## src/rtl/spi_pkg.sv

```systemverilog
// ============================================================================
// Module  : spi_pkg
// Brief   : Shared constants and state encoding for the SPI memory controller
//           and its memory-slave bench.
// Revision: 1.0 - initial release
// ============================================================================
`default_nettype none

package spi_pkg;

    localparam logic OP_WR   = 1'b1;
    localparam logic OP_RD   = 1'b0;
    localparam int   ADDR_W  = 8;
    localparam int   DATA_W  = 8;
    localparam int   TIMEOUT = 32;

    localparam int   SR_W    = ADDR_W + DATA_W;
    localparam int   TMO_W   = $clog2(TIMEOUT + 1);

    typedef enum logic [2:0] {
        IDLE      = 3'd0,
        OPBIT     = 3'd1,
        SHIFT     = 3'd2,
        WAIT_RDY  = 3'd3,
        RECV      = 3'd4,
        WAIT_DONE = 3'd5
    } spi_state_e;

endpackage

`default_nettype wire

```

## src/rtl/spi_ctrl.sv

```systemverilog
// ============================================================================
// Module  : spi_ctrl
// Brief   : SPI master for a serial memory slave; one 16-bit shift register
//           carries addr/data out and read data back in.
// Revision: 1.0 - initial release
// ============================================================================
`default_nettype none

module spi_ctrl
    import spi_pkg::*;
(
    input  logic              clk,
    input  logic              rst,
    input  logic              newd,
    input  logic              wr,
    input  logic [ADDR_W-1:0] addr,
    input  logic [DATA_W-1:0] din,
    output logic              cs,
    output logic              miso,
    input  logic              mosi,
    input  logic              ready,
    input  logic              op_done,
    output logic [DATA_W-1:0] dout,
    output logic              busy,
    output logic              done,
    output logic              err
);

    localparam logic [3:0] c_WR_LAST   = 4'(SR_W - 1);
    localparam logic [3:0] c_RD_LAST   = 4'(ADDR_W - 1);
    localparam logic [3:0] c_RECV_LAST = 4'(DATA_W - 1);
    localparam logic [3:0] c_OP_LAST   = 4'd1;

    spi_state_e        r_state;
    logic              r_wr;
    logic [SR_W-1:0]   r_sr;
    logic [3:0]        r_bit;
    logic [TMO_W-1:0]  r_tmo;
    logic              r_cs;
    logic              r_miso;
    logic [DATA_W-1:0] r_dout;
    logic              r_done;
    logic              r_err;

    logic [3:0]        w_last_bit;

    assign w_last_bit = (r_wr == OP_WR) ? c_WR_LAST : c_RD_LAST;

    always_ff @(posedge clk) begin
        if (rst) begin
            r_state <= IDLE;
            r_wr    <= 1'b0;
            r_sr    <= '0;
            r_bit   <= '0;
            r_tmo   <= '0;
            r_cs    <= 1'b1;
            r_miso  <= 1'b0;
            r_dout  <= '0;
            r_done  <= 1'b0;
            r_err   <= 1'b0;
        end else begin
            r_done <= 1'b0;
            r_err  <= 1'b0;
            case (r_state)
                IDLE: begin
                    if (newd) begin
                        r_state <= OPBIT;
                        r_wr    <= wr;
                        r_sr    <= {din, addr};
                        r_bit   <= '0;
                        r_tmo   <= '0;
                        r_cs    <= 1'b0;
                        r_miso  <= wr;
                    end
                end
                OPBIT: begin
                    // Op bit is held for two cycles so the slave samples it on the second.
                    if (r_bit == c_OP_LAST) begin
                        r_state <= SHIFT;
                        r_bit   <= '0;
                        r_miso  <= r_sr[0];
                        r_sr    <= {1'b0, r_sr[SR_W-1:1]};
                    end else begin
                        r_bit <= r_bit + 4'd1;
                    end
                end
                SHIFT: begin
                    if (r_bit == w_last_bit) begin
                        r_state <= (r_wr == OP_WR) ? WAIT_DONE : WAIT_RDY;
                        r_bit   <= '0;
                        r_tmo   <= '0;
                        r_cs    <= 1'b1;
                        r_miso  <= 1'b0;
                    end else begin
                        r_bit  <= r_bit + 4'd1;
                        r_miso <= r_sr[0];
                        r_sr   <= {1'b0, r_sr[SR_W-1:1]};
                    end
                end
                WAIT_RDY: begin
                    if (ready) begin
                        r_state <= RECV;
                        r_bit   <= '0;
                    end else if (r_tmo == TMO_W'(TIMEOUT)) begin
                        r_state <= IDLE;
                        r_err   <= 1'b1;
                    end else begin
                        r_tmo <= r_tmo + 1'b1;
                    end
                end
                RECV: begin
                    r_sr[DATA_W-1:0] <= {mosi, r_sr[DATA_W-1:1]};
                    if (r_bit == c_RECV_LAST) begin
                        r_state <= WAIT_DONE;
                        r_bit   <= '0;
                        r_tmo   <= '0;
                    end else begin
                        r_bit <= r_bit + 4'd1;
                    end
                end
                WAIT_DONE: begin
                    // Read data is only committed once the slave confirms completion.
                    if (op_done) begin
                        r_state <= IDLE;
                        r_done  <= 1'b1;
                        if (r_wr == OP_RD) begin
                            r_dout <= r_sr[DATA_W-1:0];
                        end
                    end else if (r_tmo == TMO_W'(TIMEOUT)) begin
                        r_state <= IDLE;
                        r_err   <= 1'b1;
                    end else begin
                        r_tmo <= r_tmo + 1'b1;
                    end
                end
                default: begin
                    r_state <= IDLE;
                    r_cs    <= 1'b1;
                    r_miso  <= 1'b0;
                end
            endcase
        end
    end

    assign cs   = r_cs;
    assign miso = r_miso;
    assign dout = r_dout;
    assign busy = (r_state != IDLE);
    assign done = r_done;
    assign err  = r_err;

endmodule

`default_nettype wire

```

## config.mk

```make
export PLATFORM = sky130hd
export DESIGN_NAME = spi_ctrl
export DESIGN_NICKNAME = d
export VERILOG_FILES = /design/src/rtl/spi_pkg.sv /design/src/rtl/spi_ctrl.sv
export SDC_FILE = /design/constraint.sdc
export NUM_CORES = 1
export LEC_CHECK = 0
export CORE_ASPECT_RATIO = 1.25
export CORE_MARGIN = 2
export CORE_UTILIZATION = 35
export DETAILED_ROUTE_END_ITERATION = 10
export PLACE_DENSITY = 0.57
export SYNTH_ARGS = -nofsm -noshare
export SYNTH_HDL_FRONTEND = slang
export SYNTH_SLANG_ARGS = --single-unit
```

## constraint.sdc

```tcl
create_clock -name clk -period 2.1 [get_ports clk]
set_input_delay 0.315 -clock clk [delete_from_list [all_inputs] [get_ports clk]]
set_output_delay 0.315 -clock clk [all_outputs]
set_load 0.02 [all_outputs]
```

# Word level (Yosys, flattened, before mapping)
# Cells that the tools add are included.
# word_totals
regBits,42
output_inout_bits,13
elab_cells,92
# classes
n_addsub,2
eq_ne,17
n_mux,40
bitwise_logic,4
n_reduce_logical,18
# ops
cell,count
$mux 16,3
$mux 6,6
$pmux 8 s4,1
$pmux 6 s5,1
$mux 3,8
$mux 4,6
$pmux 8 s3,1
$pmux 4 s5,1
$pmux 3 s6,1
$ne 2x2->1 const B,8
$reduce_and 3->1,4
$reduce_and 4->1,3
$reduce_bool 5->1,2
$mux 1,9
$add 6x1->6 const B,1
$eq 3x2->1 const B,2
$eq 3x3->1 const B,2
$eq 6x6->1 const B,1
$reduce_and 6->1,1
$reduce_bool 3->1,2
$add 4x1->4 const B,1
$eq 4x1->1 const B,1
$eq 4x3->1 const B,1
$eq 4x4->1,1
11 further kinds,14

# Depth between registers and ports, before layout
# Gate-level depths: netlist of run 1.
# logic_depth
word_depth,4
depth_mapped,8

# Worst setup path after synthesis of run 1
# No wires, ideal clock.
# synth_timing
path_type,flip-flop to flip-flop
from,reg r_bit[0]
to,reg r_tmo[0]
setup_ns,0.101
arrival_time_ns,1.536
path_slack_ns,0.463
stages_incl_launch_ff,7
path_cell_list,dfxtp_1 > ha_1 > nand2_1 > o211ai_1 > o221ai_2 > nand2b_4 > o41ai_1
# synth_between
elab_chain_len,3
word_cells_on_any_way,5
classes_between,eq/ne: 4; reduce/logical: 1
# synth_lines
element,line,text
start: declaration,spi_ctrl.sv:37,logic [3:0] r_bit;
start signal: assignment,spi_ctrl.sv:84,r_bit <= r_bit + 4'd1;
start signal: assignment,spi_ctrl.sv:95,r_bit <= r_bit + 4'd1;
start signal: assignment,spi_ctrl.sv:118,r_bit <= r_bit + 4'd1;
$eq 4x3->1 / $eq 4x4->1 (equally long branches),"spi_ctrl.sv:113, spi_ctrl.sv:88",
$ne 2x2->1 (no source line),n/a,
$reduce_and 6->1 (no source line) *,n/a,
end signal: assignment,spi_ctrl.sv:108,r_tmo <= r_tmo + 1'b1;
end signal: assignment,spi_ctrl.sv:133,r_tmo <= r_tmo + 1'b1;
end: declaration,spi_ctrl.sv:38,logic [TMO_W-1:0] r_tmo;
# Mark *: on every way between the ends. The rest lies on a longest branch, timed or not.
# A chain may end at the register's enable or synchronous reset.

# Final worst setup path of run 1
# layout_timing
from,reg r_state[0]
to,out busy
# layout_between
elab_chain_len,1
# layout_lines
element,line,text
start: declaration,spi_ctrl.sv:34,spi_state_e r_state;
start signal: assignment,spi_ctrl.sv:89,r_state <= (r_wr == OP_WR) ? WAIT_DONE : WAIT_RDY;
$reduce_bool 3->1,spi_ctrl.sv:148,assign busy = (r_state != IDLE);
end: declaration,spi_ctrl.sv:24,"output logic busy,"
# Every way passes these cells.

==> key figures, run 1 <==
Yosys
  • #FFs+latches synth: 42
  • Syn Nets: 284
  • Ys flop type: dfxtp_1
  • Sequential area share after synthesis: 0.361
  • Area contributors post-synth: dfxtp_1, mux2i_1, nor2_1, a211oi_1, a211oi_2
  • Top cell type's share of synthesized area: 0.361
  • Ys async rst share: 0
  • Post-Syn Area: 2330 um2
  • Cell taking the most area after synthesis: dfxtp_1
  • Yosys warns: 0
  • Number of flops mapped to enable cells by yosys: 0
  • Syn Area/Cell: 9.05 um2
  • Number of distinct library cells after synthesis: 59
  • Post-Synthesis Cells: 257

Clock tree
  • CTS tree: built
  • Clk sinks: 42
  • Clk slew on worst S/H paths: 0.09 ns
  • Num CTS Buffers: 5
  • Buffers inserted by post-CTS timing repair: 0
  • Worst-Skew Late Latency: 0.30 ns
  • CTS H-tree lvls: 2
  • Longest Clk Path Bufs: 2
  • CTS Hold Buffers Added: 0
  • Root buf cell: clkbuf_8

Finish
  • Most frequent cells in the layout: dfxtp_1, nor2_1, clkdlybuf4s50_1
  • Layout Nets: 327
  • Fraction of layout cells with a size suffix above 1: 0.150
  • Diodes inserted: 0
  • Post-layout util: 0.454
  • Area Overhead vs Synth: 26.5%
  • Most common cell after layout, fill and taps aside: dfxtp_1

Pwr
  • P per Cell Area: 1270 nW/um2
  • Worst VDD drop: 0.000492 V
  • Leakage: 1.05 nW

Detailed routing
  • Routed WL: 5540 um
  • TritonRoute pass-1 iters: 4
  • DR vias/cell: 5.18
  • Via count: 2003
  • Wire per inst: 14.3 um
  • Iteration-0 DRC Markers: 138
  • # DRC: 0
  • Detail Route Antenna Nets: 0

Critical path
  • Cells along the critical path: nor2_1 -> nand2_1 -> clkdlybuf4s50_1
  • Largest stage delay, worst path: 0.54 ns
  • Setup Crit Path Kind: reg2out
  • CP Capture Type: output pin
  • Buf/Inv on CP: 1
  • CP arrival: 1.64 ns
  • Required @ worst endpoint: 1.78 ns
  • CP startpoint kind: register
  • Crit-path leading delay family: buffers and inverters
  • Crit path max fanout: 7
  • Slowest cell on crit path: clkdlybuf4s50_1

STA
  • Worst Slack Setup Final: 0.146 ns
  • RSZ-0062 raised after global routing: no
  • Final count of pins violating max slew: 0
  • Setup violators final: 0
  • Measured slew at the worst slew-check pin: 0.368 ns
  • Hold_ws: 0.478 ns
  • Final Hold Viols: 0
  • Worst rel slew slack: 0.751
  • Clock skew: 0.00596 ns
  • Min Tclk post-route: 1.95 ns
  • Tcrit/Tclk final: 0.931
  • Fmax: 512 MHz
  • Setup TNS: 0 ns

Run
  • Max-capacitance violation count: 0

Placed design
  • Buffers on Ports: 35
  • Worst slack, placed: 0.155 ns
  • HPWL after DPL: 3960 um
  • RD Place Congestion: 0.833

GRT
  • Via count of the first global-routing pass: 1909
  • First-pass GRT wire length: 9180 um
  • GRT Total Usage: 0.159
  • Pin count of the biggest net entering global routing: 47
  • Initial antenna violation count: 0
  • GRT overflow: 0

Min path
  • Worst min-delay path class: reg2reg

Die
  • Die height: 95.1 um
  • Initial core utilization: 0.359
  • Row count: 33
  • Core area: 6480 um2
  • IO Pins: 36
  • Die Span X: 76.9 um
  • Total die area: 7320 um2

Status
  • Status: finished, final reports clean
[timing repair]
action                     in CTS  in global routing
setup endpoints to repair       0                  1
gates resized for setup         0                  1
hold endpoints to repair        0                  0
[sequential cells by signal (all words and copies together) (netlist names), 3 cells and up]
signal / count
dout: 8
r_bit: 4
r_sr: 16
r_state: 3
r_tmo: 6
[worst reg2reg max path: cells and delay by family, from the launching register on]
family / cells / cell delay, ns
adder cells (fa/ha/maj): 1 / 0.27
flip-flops: 1 / 0.39
AND/OR/NAND/NOR: 2 / 0.38
AO/OA/AOI/OAI: 3 / 0.74
[cell type report]
| cell class | count | area (um2) |
|---|---|---|
| sequential | 42 | 842 |
| clock inverter | 1 | 30.0 |
| tap | 87 | 109 |
| multi-input combinational | 189 | 1350 |
| inverter | 11 | 41.3 |
| clock buffer | 6 | 82.6 |
| fill | 658 | 3540 |
| timing repair buffer | 51 | 483 |
[routing by layer]
layer | share of wire | global-route usage | up-vias
met5 | 0 | 0 | -
li1 | - | - | 1017
met1 | 0.43 | 0.179 | 934
met3 | 0.037 | 0.0350 | 11
met2 | 0.50 | 0.279 | 41
met4 | 0.026 | 0.0894 | 0
[per-stage QoR]
| step | instance area (um2) | std cells | power, mW |
|---|---|---|---|
| final | 2940 | 387 | 3.72 |
| after global routing | 2940 | 387 | 4.00 |
| after CTS | 2940 | 387 | 3.75 |
| after detailed placement | 2830 | 380 | 3.07 |
| after global placement | 2830 | 380 | 3.06 |
| after floorplan | 2330 | 257 | 2.66 |
[cells by family (layout without fill, tap and decap cells)]
family,Yosys count,count (layout),synth area share
simple gates,92,92,0.208
compound gates,65,65,0.230
flops,42,42,0.361
buf+inv,26,69,0.0565
mux,25,25,0.108
fa+ha+maj,4,4,0.0215
xor+xnor,3,3,0.0145
[Yosys cell counts, types with 2 or more instances]
cell type	instances
dfxtp_1	42
nor2_1	36
mux2i_1	24
inv_1	11
a211oi_1	10
nand2_1	10
a21oi_1	9
o21ai_0	9
clkbuf_1	8
or3_1	6
a211oi_2	5
nand2b_1	5
nand3_1	5
o32ai_1	5
and3_1	4
buf_2	4
ha_1	4
nor2_2	4
nor2b_1	4
nor3_1	4
nand3b_1	3
o211ai_1	3
a21boi_0	2
nor3b_1	2
o21a_1	2
o21bai_1	2
o41ai_1	2
[worst paths after layout]
check	start	endpoint	slack, ns	cells past startpoint
max	r_state[0]	busy	0.15	3
min	r_sr[15]	r_sr[15]	0.48	2
max reg2reg	r_bit[0]	r_tmo[0]	0.22	6
min reg2reg	r_sr[15]	r_sr[15]	0.48	2
[power breakdown]
part	leakage (nW)	switching (mW)	internal, mW	total (mW)
clock network	0.0573	0.291	0.381	0.672
registers	0.344	0.197	1.02	1.22
logic	0.648	0.972	0.861	1.83
Power figures use the tool's default switching activity.
==> run 2, diff against run 1 <==
- GPL_ROUTABILITY_DRIVEN: default -> 0
==> results of run 2 <==
The final DEF is identical to that of run 1; final timing and power are the same.
==> run 3, diff against run 2 <==
- CTS_BUF_LIST: default -> sky130_fd_sc_hd__clkbuf_4 sky130_fd_sc_hd__clkbuf_8
==> results of run 3 <==
The final DEF is identical to that of run 1; final timing and power are the same.
